<file path="src/rtl/pqr5_fetch_pkg.sv">
// Shared types and constants for the PQR5 fetch PC sequencer.
// XLEN normally comes from pqr5_core_macros.svh; a 32-bit fallback keeps standalone builds working.
`ifndef XLEN
`define XLEN 32
`endif

package pqr5_fetch_pkg;

  typedef enum logic [1:0] {
    BOOT = 2'd0,
    RUN  = 2'd1,
    HOLD = 2'd2
  } fseq_state_t;

  localparam int unsigned PC_INC   = 4;
  localparam int unsigned OUTSTD_W = 3;

endpackage

</file>
<file path="src/rtl/redir_stats_counter.sv">
// Misprediction statistics counter; built only when PQR5_MISPRED_STATS_EN is defined,
// otherwise the count output is tied to zero.
module redir_stats_counter (
  input  logic        clk,
  input  logic        aresetn,
  input  logic        inc,
  output logic [31:0] cnt
);

`ifdef PQR5_MISPRED_STATS_EN
  logic [31:0] cnt_q;

  // Wraps silently at 2^32.
  always_ff @(posedge clk or negedge aresetn) begin
    if (!aresetn) begin
      cnt_q <= '0;
    end else if (inc) begin
      cnt_q <= cnt_q + 32'd1;
    end
  end

  assign cnt = cnt_q;
`else
  logic unused_stats;
  assign unused_stats = &{1'b0, clk, aresetn, inc};
  assign cnt = '0;
`endif

endmodule

</file>
<file path="src/rtl/fetch_pc_sequencer.sv">
// Fetch PC register, redirect arbitration and credit-limited imem request tracking.
// Optional misprediction counter is enabled with PQR5_MISPRED_STATS_EN.
`ifndef XLEN
`define XLEN 32
`endif

module fetch_pc_sequencer
  import pqr5_fetch_pkg::*;
#(
  parameter logic [`XLEN-1:0] PC_INIT    = '0,
  parameter int unsigned      MAX_OUTSTD = 2
) (
  input  logic              clk,
  input  logic              aresetn,
  input  logic              i_stall,
  input  logic              i_exu_redir_valid,
  input  logic [`XLEN-1:0]  i_exu_redir_pc,
  input  logic              i_bp_flush,
  input  logic [`XLEN-1:0]  i_bp_pc,
  output logic              o_imem_req,
  output logic [`XLEN-1:0]  o_imem_pc,
  input  logic              i_imem_ack,
  input  logic              i_imem_rsp_valid,
  output logic              o_rsp_drop,
  output logic              o_fu_flush,
  output logic              o_bp_kill,
  output logic [31:0]       o_mispred_cnt
);

  localparam logic [OUTSTD_W-1:0] MAX_O = OUTSTD_W'(MAX_OUTSTD);

  fseq_state_t           state_q, state_d;
  logic [`XLEN-1:0]      pc_q, pc_d;
  logic [OUTSTD_W-1:0]   outstd_q, outstd_d;
  logic [OUTSTD_W-1:0]   drop_q, drop_d;
  logic                  fu_flush_q;

  logic                  redir_ok;
  logic                  exu_take;
  logic                  bp_take;
  logic                  ack_take;
  logic                  rsp_take;

  logic unused_lsb;
  assign unused_lsb = &{1'b0, i_exu_redir_pc[1:0], i_bp_pc[1:0]};

  always_ff @(posedge clk or negedge aresetn) begin
    if (!aresetn) begin
      state_q    <= BOOT;
      pc_q       <= PC_INIT;
      outstd_q   <= '0;
      drop_q     <= '0;
      fu_flush_q <= 1'b0;
    end else begin
      state_q    <= state_d;
      pc_q       <= pc_d;
      outstd_q   <= outstd_d;
      drop_q     <= drop_d;
      fu_flush_q <= exu_take;
    end
  end

  always_comb begin
    state_d    = state_q;
    pc_d       = pc_q;
    outstd_d   = outstd_q;
    drop_d     = drop_q;
    redir_ok   = (state_q != BOOT);
    exu_take   = redir_ok && i_exu_redir_valid;
    bp_take    = redir_ok && i_bp_flush && !i_exu_redir_valid;
    o_bp_kill  = redir_ok && i_exu_redir_valid && i_bp_flush;
    o_imem_req = (state_q == RUN) && !i_stall &&
                 ((outstd_q < MAX_O) || i_imem_rsp_valid);
    ack_take   = o_imem_req && i_imem_ack;
    // A response with nothing outstanding is a protocol error and is ignored.
    rsp_take   = i_imem_rsp_valid && (outstd_q != '0);
    o_rsp_drop = i_imem_rsp_valid && (drop_q != '0);

    case (state_q)
      BOOT:    state_d = RUN;
      RUN:     state_d = i_stall ? HOLD : RUN;
      HOLD:    state_d = i_stall ? HOLD : RUN;
      default: state_d = BOOT;
    endcase

    case ({ack_take, rsp_take})
      2'b10:   outstd_d = outstd_q + OUTSTD_W'(1);
      2'b01:   outstd_d = outstd_q - OUTSTD_W'(1);
      default: outstd_d = outstd_q;
    endcase

    // Everything still in flight after this edge, including a same-cycle ack, is stale.
    if (exu_take || bp_take) begin
      drop_d = outstd_d;
    end else if (rsp_take && (drop_q != '0)) begin
      drop_d = drop_q - OUTSTD_W'(1);
    end

    if (exu_take) begin
      pc_d = {i_exu_redir_pc[`XLEN-1:2], 2'b00};
    end else if (bp_take) begin
      pc_d = {i_bp_pc[`XLEN-1:2], 2'b00};
    end else if (ack_take) begin
      pc_d = pc_q + `XLEN'(PC_INC);
    end
  end

  assign o_imem_pc  = pc_q;
  assign o_fu_flush = fu_flush_q;

  redir_stats_counter u_redir_stats_counter (
    .clk     (clk),
    .aresetn (aresetn),
    .inc     (i_exu_redir_valid),
    .cnt     (o_mispred_cnt)
  );

endmodule

</file>
<file path="config.mk">
export PLATFORM = sky130hd
export DESIGN_NAME = fetch_pc_sequencer
export DESIGN_NICKNAME = d
export VERILOG_FILES = /design/src/rtl/pqr5_fetch_pkg.sv /design/src/rtl/redir_stats_counter.sv /design/src/rtl/fetch_pc_sequencer.sv
export SDC_FILE = /design/constraint.sdc
export NUM_CORES = 1
export LEC_CHECK = 0
export CAP_MARGIN = 20
export CORE_MARGIN = 2
export CORE_UTILIZATION = 51
export DETAILED_ROUTE_END_ITERATION = 16
export DONT_BUFFER_PORTS = 1
export PLACE_DENSITY = 0.62
export SYNTH_ARGS = -nofsm -noshare
export SYNTH_HDL_FRONTEND = slang
export SYNTH_HIERARCHICAL = 1
export SYNTH_SLANG_ARGS = --single-unit
</file>
<file path="constraint.sdc">
create_clock -name clk -period 4.58 [get_ports clk]
set_input_delay 0.458 -clock clk [delete_from_list [all_inputs] [get_ports clk]]
set_output_delay 0.458 -clock clk [all_outputs]
set_load 0.005 [all_outputs]
</file>
---- Yosys cells after proc, flatten, opt, wreduce, memory -nomap -nowiden ----
Index checks and enable logic that the tools add are counted.
storage, ports and cells
  bits in latches ......................... 0
  RAM bits ................................ 0
  bits in registers ....................... 41
  memories kept ........................... 0
  ROM bits ................................ 0
  bits of input ports ..................... 71
cells by class
  mux-type cells .......................... 8
  multiply operators ...................... 0
  add/subtract/negate cells ............... 4
  bitwise operators ....................... 0
  order comparisons ....................... 1
  div/mod/pow operators ................... 0
  shift operators ......................... 0
  reductions and logical operators ........ 21
  equal/unequal tests ..................... 4
operators with widths
  cell                                                                   count
  32-bit 2-to-1 mux                                                      3
  32-bit by 3-bit adder with 32-bit output (second input constant)       1
  1-bit logical AND                                                      10
  3-bit nonzero test                                                     3
  3-bit 2-to-1 mux                                                       2
  3-bit case mux with 2 select lines                                     1
  3-bit by 1-bit subtractor with 3-bit output (second input constant)    2
  2-bit by 1-bit == test with 1-bit output (second input constant)       2
  2-bit == test (second input constant)                                  2
  2-bit case mux with 2 select lines                                     1
  2-bit nonzero test                                                     2
  3-bit by 1-bit adder with 3-bit output (second input constant)         1
  3-bit by 2-bit < comparator with 1-bit output (second input constant)  1
  1-bit logical NOT                                                      2
  2-bit logical NOT                                                      1
  1-bit logical OR                                                       2
  2-bit 2-to-1 mux                                                       1
  2-bit OR reduction                                                     1

---- Logic depth before layout (Yosys ltp) ----
  depth after elaboration ................. 7
  depth in mapped cells ................... 13
  mapped depth without buffers ............ 13

---- Cells and area by module ----
Netlist, hierarchy kept.
modules (own cells, without submodules)
  module               area each (µm²)  cells each  times used  sequential area each (µm²)
  fetch_pc_sequencer   2927.8           364         1           975.9
  redir_stats_counter  244.0            33          1           0.0

---- Worst setup path before layout ----
No wires, ideal clock.
  kind .................................... input -> register
  start point ............................. in i_imem_rsp_valid
  end point ............................... reg drop_q[2]
  data required time ...................... 4513 ps
  stages on the path ...................... 11
  path buffers ............................ 0
  library setup time ...................... 67 ps
  setup slack ............................. 2465 ps
  data arrival time ....................... 2048 ps
  path through ............................ o21ba_2 > nor2_1 > inv_1 > ha_1 > inv_1 > fa_1 > xor2_1 > nor2_1 > xor2_1 > nand2_1 > nand2_1
on the way
  word-level cells in the longest chain between the ends .. 6
  elaborated cells on any way between the ends .. 10
RTL lines
  what                                                                              line                      source
  from (decl)                                                                       fetch_pc_sequencer.sv:23  input logic i_imem_rsp_valid,
  1-bit logical OR                                                                  fetch_pc_sequencer.sv:73  ((outstd_q < MAX_O) || i_imem_rsp_valid);
  1-bit logical AND                                                                 fetch_pc_sequencer.sv:72  o_imem_req = (state_q == RUN) && !i_stall &&
  1-bit logical AND                                                                 fetch_pc_sequencer.sv:74  ack_take = o_imem_req && i_imem_ack;
  2-bit by 1-bit == test with 1-bit output / 2-bit == test (equally long branches)  fetch_pc_sequencer.sv:86  case ({ack_take, rsp_take})
  3-bit case mux with 2 select lines (*)                                            fetch_pc_sequencer.sv:86
  named net outstd_d[2]                                                             fetch_pc_sequencer.sv:34  logic [OUTSTD_W-1:0] outstd_q, outstd_d;
  3-bit 2-to-1 mux (*)                                                              fetch_pc_sequencer.sv:93  if (exu_take || bp_take) begin
  to (signal assigned)                                                              fetch_pc_sequencer.sv:58  drop_q <= drop_d;
  to (decl)                                                                         fetch_pc_sequencer.sv:35  logic [OUTSTD_W-1:0] drop_q, drop_d;
The timed path passes the listed nets; every way through them passes the cells marked *.
A chain may end at the register's enable or synchronous reset.

---- Worst setup path after layout ----
  start point ............................. reg state_q[0]
  end point ............................... out o_bp_kill
on the way
  word-level cells in the longest chain between the ends .. 3
RTL lines
  what                            line                      source
  from (decl)                     fetch_pc_sequencer.sv:32  fseq_state_t state_q, state_d;
  from (signal assigned)          fetch_pc_sequencer.sv:55  state_q <= state_d;
  2-bit nonzero test              fetch_pc_sequencer.sv:68  redir_ok = (state_q != BOOT);
  1-bit logical AND (2 in a row)  fetch_pc_sequencer.sv:71  o_bp_kill = redir_ok && i_exu_redir_valid && i_bp_flush;
  to (decl)                       fetch_pc_sequencer.sv:26  output logic o_bp_kill,
No other way between the ends.

==> impl_metrics.csv <==
group,metric,value,unit
status,status,"complete, no violations",
yosys,seq_area_frac_synth,30.8,%
setup_path,critPathKind,"flop to primary output",
yosys,yosys.cell_types.count,62,
layout,nets,467,
yosys,synthSimpleGateAreaFrac,22.6,%
setup_path,critical_path_arrival,2.18,ns
yosys,synthTopCellsByCount,"nand2_1 (41), dfrtp_1 (39), buf_4 (35)",
timing,slew_headroom,38.2,%
place,gp_routability_congestion,0.837,
timing,fmax,380,MHz
layout,area_growth,1.81,%
yosys,yosys.area.top_type,"dfrtp_1",
detailed_routing,viasPerCell,6.14,
place,io_buffers,0,
global_routing,grt_pass1_vias,2781,
floorplan,die_width,82.9,µm
yosys,syn_area_per_cell,7.99,µm²
place,hpwl,6150,µm
timing,post-route-min-period,2.63,ns
timing,fin_setup_tns,0,ns
yosys,synth.yosys.warnings,6,
timing,timing.final.crit_share,57.5,%
detailed_routing,drt-total-wl,8770,µm
layout,n_antenna_cell,0,
clocking,clockBufferDepth,2,
clocking,cts.sinks,39,
timing,setup_viol_count_final,0,
setup_path,rr_startpoint,"state_q[0]",
pwr,ir_drop,0.310,mV
yosys,mappedNetlistArea,0.00317,mm²
global_routing,grt.total_usage,25.2,%
yosys,yosysMostFrequentCell,"nand2_1",
detailed_routing,drt_iter0_drc,210,
timing,drv_slew,0,
floorplan,dieArea,0.00687,mm²
worst_hold_path,hold_class,"input pin to async pin",
timing,rsz0062_at_grt,"false",
yosys,synth-async-reset-ratio,100,%
clocking,root_buffer,"clkbuf_8",
yosys,ys_ff_latch,39,
setup_path,startpoint,"state_q[0]",
yosys,yosysTopAreaCellShare,30.8,%
clocking,postCtsSetupBuffers,0,
flow_run,max_cap_violations,0,
setup_path,cp.required,4.12,ns
floorplan,start_util,53.3,%
yosys,ys.flop_type,"dfrtp_1",
yosys,synth-edff-count,0,
clocking,h-tree-depth,2,
clocking,tritoncts,"done",
setup_path,critPathCaptureType,"primary output",
clocking,cts_buffers,5,
yosys,synth_adder_area_share,3.39,%
clocking,clkTransAtPathRegs,0.08,ns
setup_path,critPathLaunchType,"flop",
global_routing,grt_first_pass_wirelength,14200,µm
global_routing,grt_max_degree,40,
pwr,powerDensity,668,mW/mm²
detailed_routing,wl_per_cell,18.9,µm
yosys,synth.area.top_cells,"dfrtp_1 (31%), buf_4 (8.3%), nand2_1 (4.9%), a21oi_1 (4.7%), o21ai_0 (4.7%)",
timing,finalClockSkew,0.00655,ns
timing,finalHoldViolCount,0,
floorplan,ios,139,
yosys,synth-xor-area-share,4.14,%
pwr,p_leak,0.00136,µW
place,post_dp_cell_area,0.00309,mm²
detailed_routing,drcViolationCount,0,
detailed_routing,antenna_left,0,
floorplan,die_h,82.9,µm
setup_path,cp_max_fo,14,
timing,tightest_slew,0.925,ns
layout,finalInstanceArea,0.00323,mm²
yosys,netlist_instances,397,
detailed_routing,vias,2851,
layout,nFillCells,590,
detailed_routing,drtPass1Iterations,4,
yosys,synthMuxAreaShare,3.83,%
global_routing,antenna_found_initial,0,
layout,drive_gt1_share,6.68,%
floorplan,fp-row-count,28,
yosys,synth-compound-area-share,22.3,%
global_routing,gr-total-overflow,0,
floorplan,core,0.00596,mm²
clocking,clk_latency,0.29,ns
yosys,synth_top_family_by_area,"simple AND/OR/NAND/NOR gates",
==> logic make-up (layout without fill, tap and decap cells) <==
group | count (synthesis) | count (layout)
XOR/XNOR | 15 | 15
adder cells (fa/ha/maj) | 8 | 8
flip-flops | 39 | 39
other | 2 | 34
buffers and inverters | 72 | 32
AND/OR/NAND/NOR | 136 | 136
AO/OA/AOI/OAI | 113 | 113
multiplexers | 12 | 12
==> placed cells by master (no fill, tap or decap), drive strengths merged, types with 4 or more instances in the layout <==
cell type,Yosys,routed
nand2,42,42
dfrtp,39,39
conb,2,34
o21ai,31,31
a21oi,30,30
nor2,26,26
inv,17,17
mux2i,11,11
nand3,11,11
xnor2,10,10
nor3,9,9
o211ai,8,8
nand4,8,8
ha,7,7
o22ai,6,6
a31oi,6,6
clkbuf,17,6
and3,6,6
buf,37,6
and2,5,5
xor2,5,5
a22oi,5,5
and4,5,5
nor2b,4,4
nor3b,4,4
nor4,4,4
a211oi,4,4
or4,4,4
==> where the power goes <==
| group | internal, µW | leakage (µW) | total, µW | switching (µW) |
|---|---|---|---|---|
| Combinational | 438 | 0.000839 | 1060 | 618 |
| Clock | 176 | 0.0000612 | 303 | 126 |
| Sequential | 522 | 0.000458 | 798 | 276 |
==> path summary, 6_finish.rpt <==
kind	to	slack (ns)	depth (start not counted)
setup / recovery	o_bp_kill	1.95	5
hold / removal	outstd_q[1]	0.007	1
setup reg to reg	o_imem_pc[31]	2.06	6
hold reg to reg	outstd_q[2]	0.53	1
max in group asynchronous	o_imem_pc[21]	4.37	1
min in group clk	state_q[1]	0.29	1
==> state kept, by name (all words and copies together) (netlist names) <==
signal      count
o_fu_flush      1
outstd_q        3
o_imem_pc      30
drop_q          3
state_q         2
==> final cells by class <==
class                           count  area, µm²  area share, %
Multi-Input combinational cell    318       1920           59.4
Sequential cell                    39        976           30.2
Tap cell                           75       93.8           2.91
Clock buffer                        6       82.6           2.56
Inverter                           18       67.6           2.09
Timing Repair Buffer                6       57.6           1.78
Clock inverter                      2       35.0           1.08
==> stage by stage <==
step	util [%]	total power (µW)	std cells	hold WS, ns	worst slack [ns]
3_3_place_gp	51.9	1810	455	0.163	2.13
4_1_cts	54.2	2170	464	0.00697	1.91
3_5_place_dp	51.9	1850	455	0.164	2.11
2_1_floorplan	-	1580	429	0.162	2.47
6_report	54.2	2160	464	0.00668	1.95
5_1_grt	54.2	2350	464	0.00572	1.76
==> critical path, cell delays in order, from the launching register on <==
cell and delay, ns:
dfrtp_1 0.41, inv_1 0.06, ha_1 0.42, nand2b_1 0.19, clkinv_1 0.43, and2_1 0.36
==> metal layers <==
layer  vias to the layer above  share of wire (%)  GRT usage [%]
li1                       1343                  -              -
met1                      1377                 41           32.0
met2                       124                 48           42.4
met3                         7                9.1           7.16
met4                         0               0.95           5.96
met5                         -                  0              0
==> what timing repair did <==
action | 4_1_cts | 5_1_grt
hold endpoints to repair | 39 | 0
setup endpoints to repair | 0 | 0
resized for setup | 0 | 0
hold buffers | 1 | 0
No activity file was read; power rests on OpenSTA's default activity.
